### src/rtl/serial_rx_port.sv
// serial_rx_port: 8-bit asynchronous serial receiver with 2-flop input sync and sticky error flags.
// Define SERIAL_RX_PARITY_EN to expect an even-parity bit between bit 7 and the stop bit.
module serial_rx_port #(
  parameter int BIT_TICKS = 16
) (
  input  logic       CLK,
  input  logic       nCLR,
  input  logic       serial_in,
  input  logic       acknowledge,
  output logic [7:0] data,
  output logic       ready,
  output logic       overrun,
  output logic       frame_err
);
  localparam int CW = $clog2(BIT_TICKS);
  localparam logic [CW-1:0] BIT_LAST  = CW'(BIT_TICKS - 1);
  localparam logic [CW-1:0] HALF_LAST = CW'(BIT_TICKS / 2 - 1);

  localparam logic [2:0] ST_IDLE   = 3'd0;
  localparam logic [2:0] ST_START  = 3'd1;
  localparam logic [2:0] ST_DATA   = 3'd2;
  localparam logic [2:0] ST_PARITY = 3'd3;
  localparam logic [2:0] ST_STOP   = 3'd4;

  logic [1:0]    sync_q;
  logic          rx;
  logic [2:0]    state;
  logic [CW-1:0] cnt;
  logic [2:0]    bit_cnt;
  logic [7:0]    shreg;
  logic          bit_end;
  logic          good_frame;
`ifdef SERIAL_RX_PARITY_EN
  logic          parity_ok;
`endif

  assign rx      = sync_q[1];
  assign bit_end = (cnt == BIT_LAST);

`ifdef SERIAL_RX_PARITY_EN
  assign good_frame = rx & parity_ok;
`else
  assign good_frame = rx;
`endif

  // Sync flops reset high so a released reset never looks like a start bit by itself.
  always_ff @(posedge CLK or negedge nCLR) begin
    if (!nCLR) sync_q <= 2'b11;
    else       sync_q <= {sync_q[0], serial_in};
  end

  always_ff @(posedge CLK or negedge nCLR) begin
    if (!nCLR) begin
      state     <= ST_IDLE;
      cnt       <= '0;
      bit_cnt   <= '0;
      shreg     <= 8'h00;
      data      <= 8'h00;
      ready     <= 1'b0;
      overrun   <= 1'b0;
      frame_err <= 1'b0;
`ifdef SERIAL_RX_PARITY_EN
      parity_ok <= 1'b0;
`endif
    end else begin
      // Acknowledge clears first; a completing frame below overrides in the same cycle.
      if (acknowledge) begin
        ready     <= 1'b0;
        overrun   <= 1'b0;
        frame_err <= 1'b0;
      end
      case (state)
        ST_IDLE: begin
          cnt     <= '0;
          bit_cnt <= '0;
          if (!rx) state <= ST_START;
        end
        ST_START: begin
          if (cnt == HALF_LAST) begin
            cnt   <= '0;
            state <= rx ? ST_IDLE : ST_DATA;
          end else begin
            cnt <= cnt + 1'b1;
          end
        end
        ST_DATA: begin
          if (bit_end) begin
            cnt     <= '0;
            shreg   <= {rx, shreg[7:1]};
            bit_cnt <= bit_cnt + 1'b1;
            if (bit_cnt == 3'd7) begin
`ifdef SERIAL_RX_PARITY_EN
              state <= ST_PARITY;
`else
              state <= ST_STOP;
`endif
            end
          end else begin
            cnt <= cnt + 1'b1;
          end
        end
`ifdef SERIAL_RX_PARITY_EN
        ST_PARITY: begin
          if (bit_end) begin
            cnt       <= '0;
            parity_ok <= ~(^shreg ^ rx);
            state     <= ST_STOP;
          end else begin
            cnt <= cnt + 1'b1;
          end
        end
`else
        ST_PARITY: state <= ST_IDLE;
`endif
        ST_STOP: begin
          if (bit_end) begin
            cnt   <= '0;
            state <= ST_IDLE;
            if (good_frame) begin
              data  <= shreg;
              ready <= 1'b1;
              if (ready && !acknowledge) overrun <= 1'b1;
            end else begin
              frame_err <= 1'b1;
            end
          end else begin
            cnt <= cnt + 1'b1;
          end
        end
        default: state <= ST_IDLE;
      endcase
    end
  end
endmodule
### config.mk
export PLATFORM = sky130hd
export DESIGN_NAME = serial_rx_port
export DESIGN_NICKNAME = d
export VERILOG_FILES = /design/src/rtl/serial_rx_port.sv
export SDC_FILE = /design/constraint.sdc
export NUM_CORES = 1
export LEC_CHECK = 0
export CELL_PAD_IN_SITES_DETAIL_PLACEMENT = 2
export CELL_PAD_IN_SITES_GLOBAL_PLACEMENT = 2
export CORE_MARGIN = 1.5
export CORE_UTILIZATION = 40
export CTS_CLUSTER_DIAMETER = 50
export CTS_CLUSTER_SIZE = 40
export DETAILED_ROUTE_END_ITERATION = 12
export GPL_ROUTABILITY_DRIVEN = 0
export PLACE_DENSITY_LB_ADDON = 0.1
export REMOVE_ABC_BUFFERS = 1
export SLEW_MARGIN = 40
export SYNTH_ARGS = -nofsm -noshare
export SYNTH_HDL_FRONTEND = slang
export SYNTH_SLANG_ARGS = --single-unit
### constraint.sdc
create_clock -name CLK -period 2.9 [get_ports CLK]
set_input_delay 0.58 -clock CLK [delete_from_list [all_inputs] [get_ports CLK]]
set_output_delay 0.58 -clock CLK [all_outputs]
set_load 0.01 [all_outputs]
==> impl_metrics.env <==
export IMPL_worstRegToRegCells=5
export IMPL_path_max_fanout=2
export IMPL_whs_path_depth=0
export IMPL_n_fill_cell=352
export IMPL_cts_tree="built"
export IMPL_arrival_ns=1.24
export IMPL_slew_headroom=0.624
export IMPL_crit_buf_inv=1
export IMPL_grt_pass1_vias=1021
export IMPL_drtIter0Drc=11
export IMPL_drt_total_wl_um=2940
export IMPL_cp_num_cells=1
export IMPL_area_delta_synth_final_pct=18.8
export IMPL_rsz0062_at_grt="no"
export IMPL_finalSetupViolations=0
export IMPL_numCtsBuffers=5
export IMPL_syn_area_per_cell_um2=12.3
export IMPL_grt_met2_usage=0.280
export IMPL_multi_input_area_um2=594
export IMPL_crit_chain="clkdlybuf4s50_1"
export IMPL_yosys_top_cells_area="dfrtp_1 (51%), mux2_2 (14%), dfstp_2 (3.7%)"
export IMPL_maxSlewViolCount=0
export IMPL_diodes=0
export IMPL_die_x_um=62.5
export IMPL_dp_hpwl_um=2060
export IMPL_start_util=0.420
export IMPL_grtUsageMet1=0.214
export IMPL_ys_seq_elements=31
export IMPL_clock_fmax_ghz=0.550
export IMPL_grt_total_usage=0.169
export IMPL_min_period_ns=1.82
export IMPL_end_kind="output pin"
export IMPL_synth_top_cell_by_area="dfrtp_1"
export IMPL_routed_via_count=960
export IMPL_grt_use_met3=0.0523
export IMPL_r2r_end="cnt[0]"
export IMPL_hold_path_class="reg2reg"
export IMPL_skew_ns=0.00967
export IMPL_io_buffers=14
export IMPL_placed_cells=171
export IMPL_reg2reg_from="cnt[0]"
export IMPL_fin_crit_sh=0.627
export IMPL_seq_area_um2=778
export IMPL_irDropWorstVdd_uv=427
export IMPL_cts_path_max_buffers=2
export IMPL_cpMaxStageDelayCell="clkdlybuf4s50_1"
export IMPL_cts_setup_buffers=0
export IMPL_finalSetupTns_ns=0
export IMPL_max_stage_delay_ns=0.54
export IMPL_hold_viol_final=0
export IMPL_fp_row_count=21
export IMPL_grt_pass1_wl_um=5070
export IMPL_grt_overflow=0
export IMPL_busiest_layer="met2"
export IMPL_worst_pin_slew_ns=0.564
export IMPL_drc=0
export IMPL_p_per_area_nw_per_um2=753
export IMPL_drive_gt1_frac=0.263
export IMPL_syn_instance_count=115
export IMPL_ys_seq_area_frac=0.550
export IMPL_post_place_ws_ns=1.21
export IMPL_ff2ff_setup_slack_ns=1.16
export IMPL_drv_cap=0
export IMPL_yosysWarningCount=0
export IMPL_final_design_area_no_fill_um2=1680
export IMPL_die_area_um2=3900
export IMPL_p_leak_uw=0.000776
export IMPL_synth_flop_cell="dfrtp_1"
export IMPL_clk_latency_ns=0.32
export IMPL_placed_cell_area_um2=1590
export IMPL_hold_ws_ns=0.366
export IMPL_io_pins=15
export IMPL_fp_dieH_um=62.5
export IMPL_clkSlewWorstSetupHoldPaths_ns=0.11
export IMPL_crit_start="data[7]"
export IMPL_post_cts_resized=0
export IMPL_synth_common_cells="dfrtp_1 (29), mux2_2 (17), a21oi_1 (9), a22o_1 (5)"
export IMPL_fin_cells=179
export IMPL_final_nets=139
export IMPL_status="finished, final reports clean"
export IMPL_dr_pass1_iters=4
export IMPL_antenna_found_initial=0
export IMPL_hold_buffers=0
export IMPL_synth_top_cell_area_share=0.513
export IMPL_synthDistinctLibCells=37
export IMPL_critPathLaunchType="register"
export IMPL_crit_end="data[7]"
export IMPL_cp_top_family="buffers and inverters"
export IMPL_async_flop_share=1.00
export IMPL_wl_per_cell_um=16.4
export IMPL_cp_required_ns=2.32
export IMPL_clock_root_buffer="clkbuf_4"
export IMPL_htreeDepth=2
export IMPL_vias_per_cell=5.36
export IMPL_cts_num_sinks=31
export IMPL_coreArea_um2=3360
export IMPL_worst_slack_ns=1.08
export IMPL_syn_cell_area_um2=1410
export IMPL_synth_edf_count=0
export IMPL_ant_nets=0
export IMPL_critPathKind="reg2out"
export IMPL_grt_max_degree=32
export IMPL_yosysMostFrequentCell="dfrtp_1"
cells by family after synthesis:
group           count (synthesis)  synth area share
flops                          31             0.550
xor+xnor                        2            0.0124
fa+ha+maj                       3            0.0266
simple gates                   28             0.127
buf+inv                         9            0.0292
compound gates                 25             0.119
mux                            17             0.135
per-layer routing:
metal	wire, um	part of all wire
met1	1370	0.47
met2	1440	0.49
met3	107	0.036
met4	15	0.0051
met5	0	0
how the worst min path moves through the flow:
| stage | startpoint | end | slack [ns] |
|---|---|---|---|
| after floorplan | nCLR | bit_cnt[0] | 0.28 |
| after global placement | sync_q[0] | sync_q[1] | 0.35 |
| after detailed placement | sync_q[0] | sync_q[1] | 0.35 |
| after CTS | sync_q[0] | sync_q[1] | 0.37 |
| after global routing | sync_q[0] | sync_q[1] | 0.37 |
| final | sync_q[0] | sync_q[1] | 0.37 |
cell usage in the layout (no fill, tap or decap), types with 2 or more instances in the layout:
cell | Yosys | final
nand2_1 | 3 | 3
a21oi_1 | 9 | 9
or2_2 | 2 | 2
clkdlybuf4s50_1 | 0 | 14
nor2_1 | 4 | 4
mux2_2 | 17 | 17
clkbuf_4 | 0 | 5
nor3_1 | 4 | 4
dfrtp_1 | 29 | 29
ha_1 | 3 | 3
o22ai_1 | 3 | 3
nand3_1 | 3 | 3
nand2_2 | 2 | 2
and3_1 | 2 | 2
inv_1 | 4 | 4
dfstp_2 | 2 | 2
a22o_1 | 5 | 5
through the flow:
| stage | total power (uW) | util |
|---|---|---|
| CTS | 1280 | 0.499 |
| floorplan | 829 | - |
| global route | 1350 | 0.499 |
| finish | 1270 | 0.499 |
| global placement | 904 | 0.474 |
| detailed placement | 925 | 0.474 |
area by class of cell:
class,count,share of cell area
clock buffer,6,0.0306
tap,46,0.0343
multi-input combinational,75,0.354
timing repair buffer,15,0.0879
sequential,31,0.463
inverter,4,0.00894
clock inverter,2,0.0209
power by group:
group,leakage [uW],total [uW],switching (uW),internal (uW)
clock,0.0000482,353,150,204
combinational,0.000325,300,145,155
sequential,0.000403,612,95.6,517
total,0.000776,1270,390,875
sequential cells by signal, indices dropped and copies added, names as in the netlist:
signal,cells
ready,1
data,8
frame_err,1
state,3
shreg,8
sync_q,2
cnt,4
overrun,1
bit_cnt,3
(Power assumes the default switching activity.)
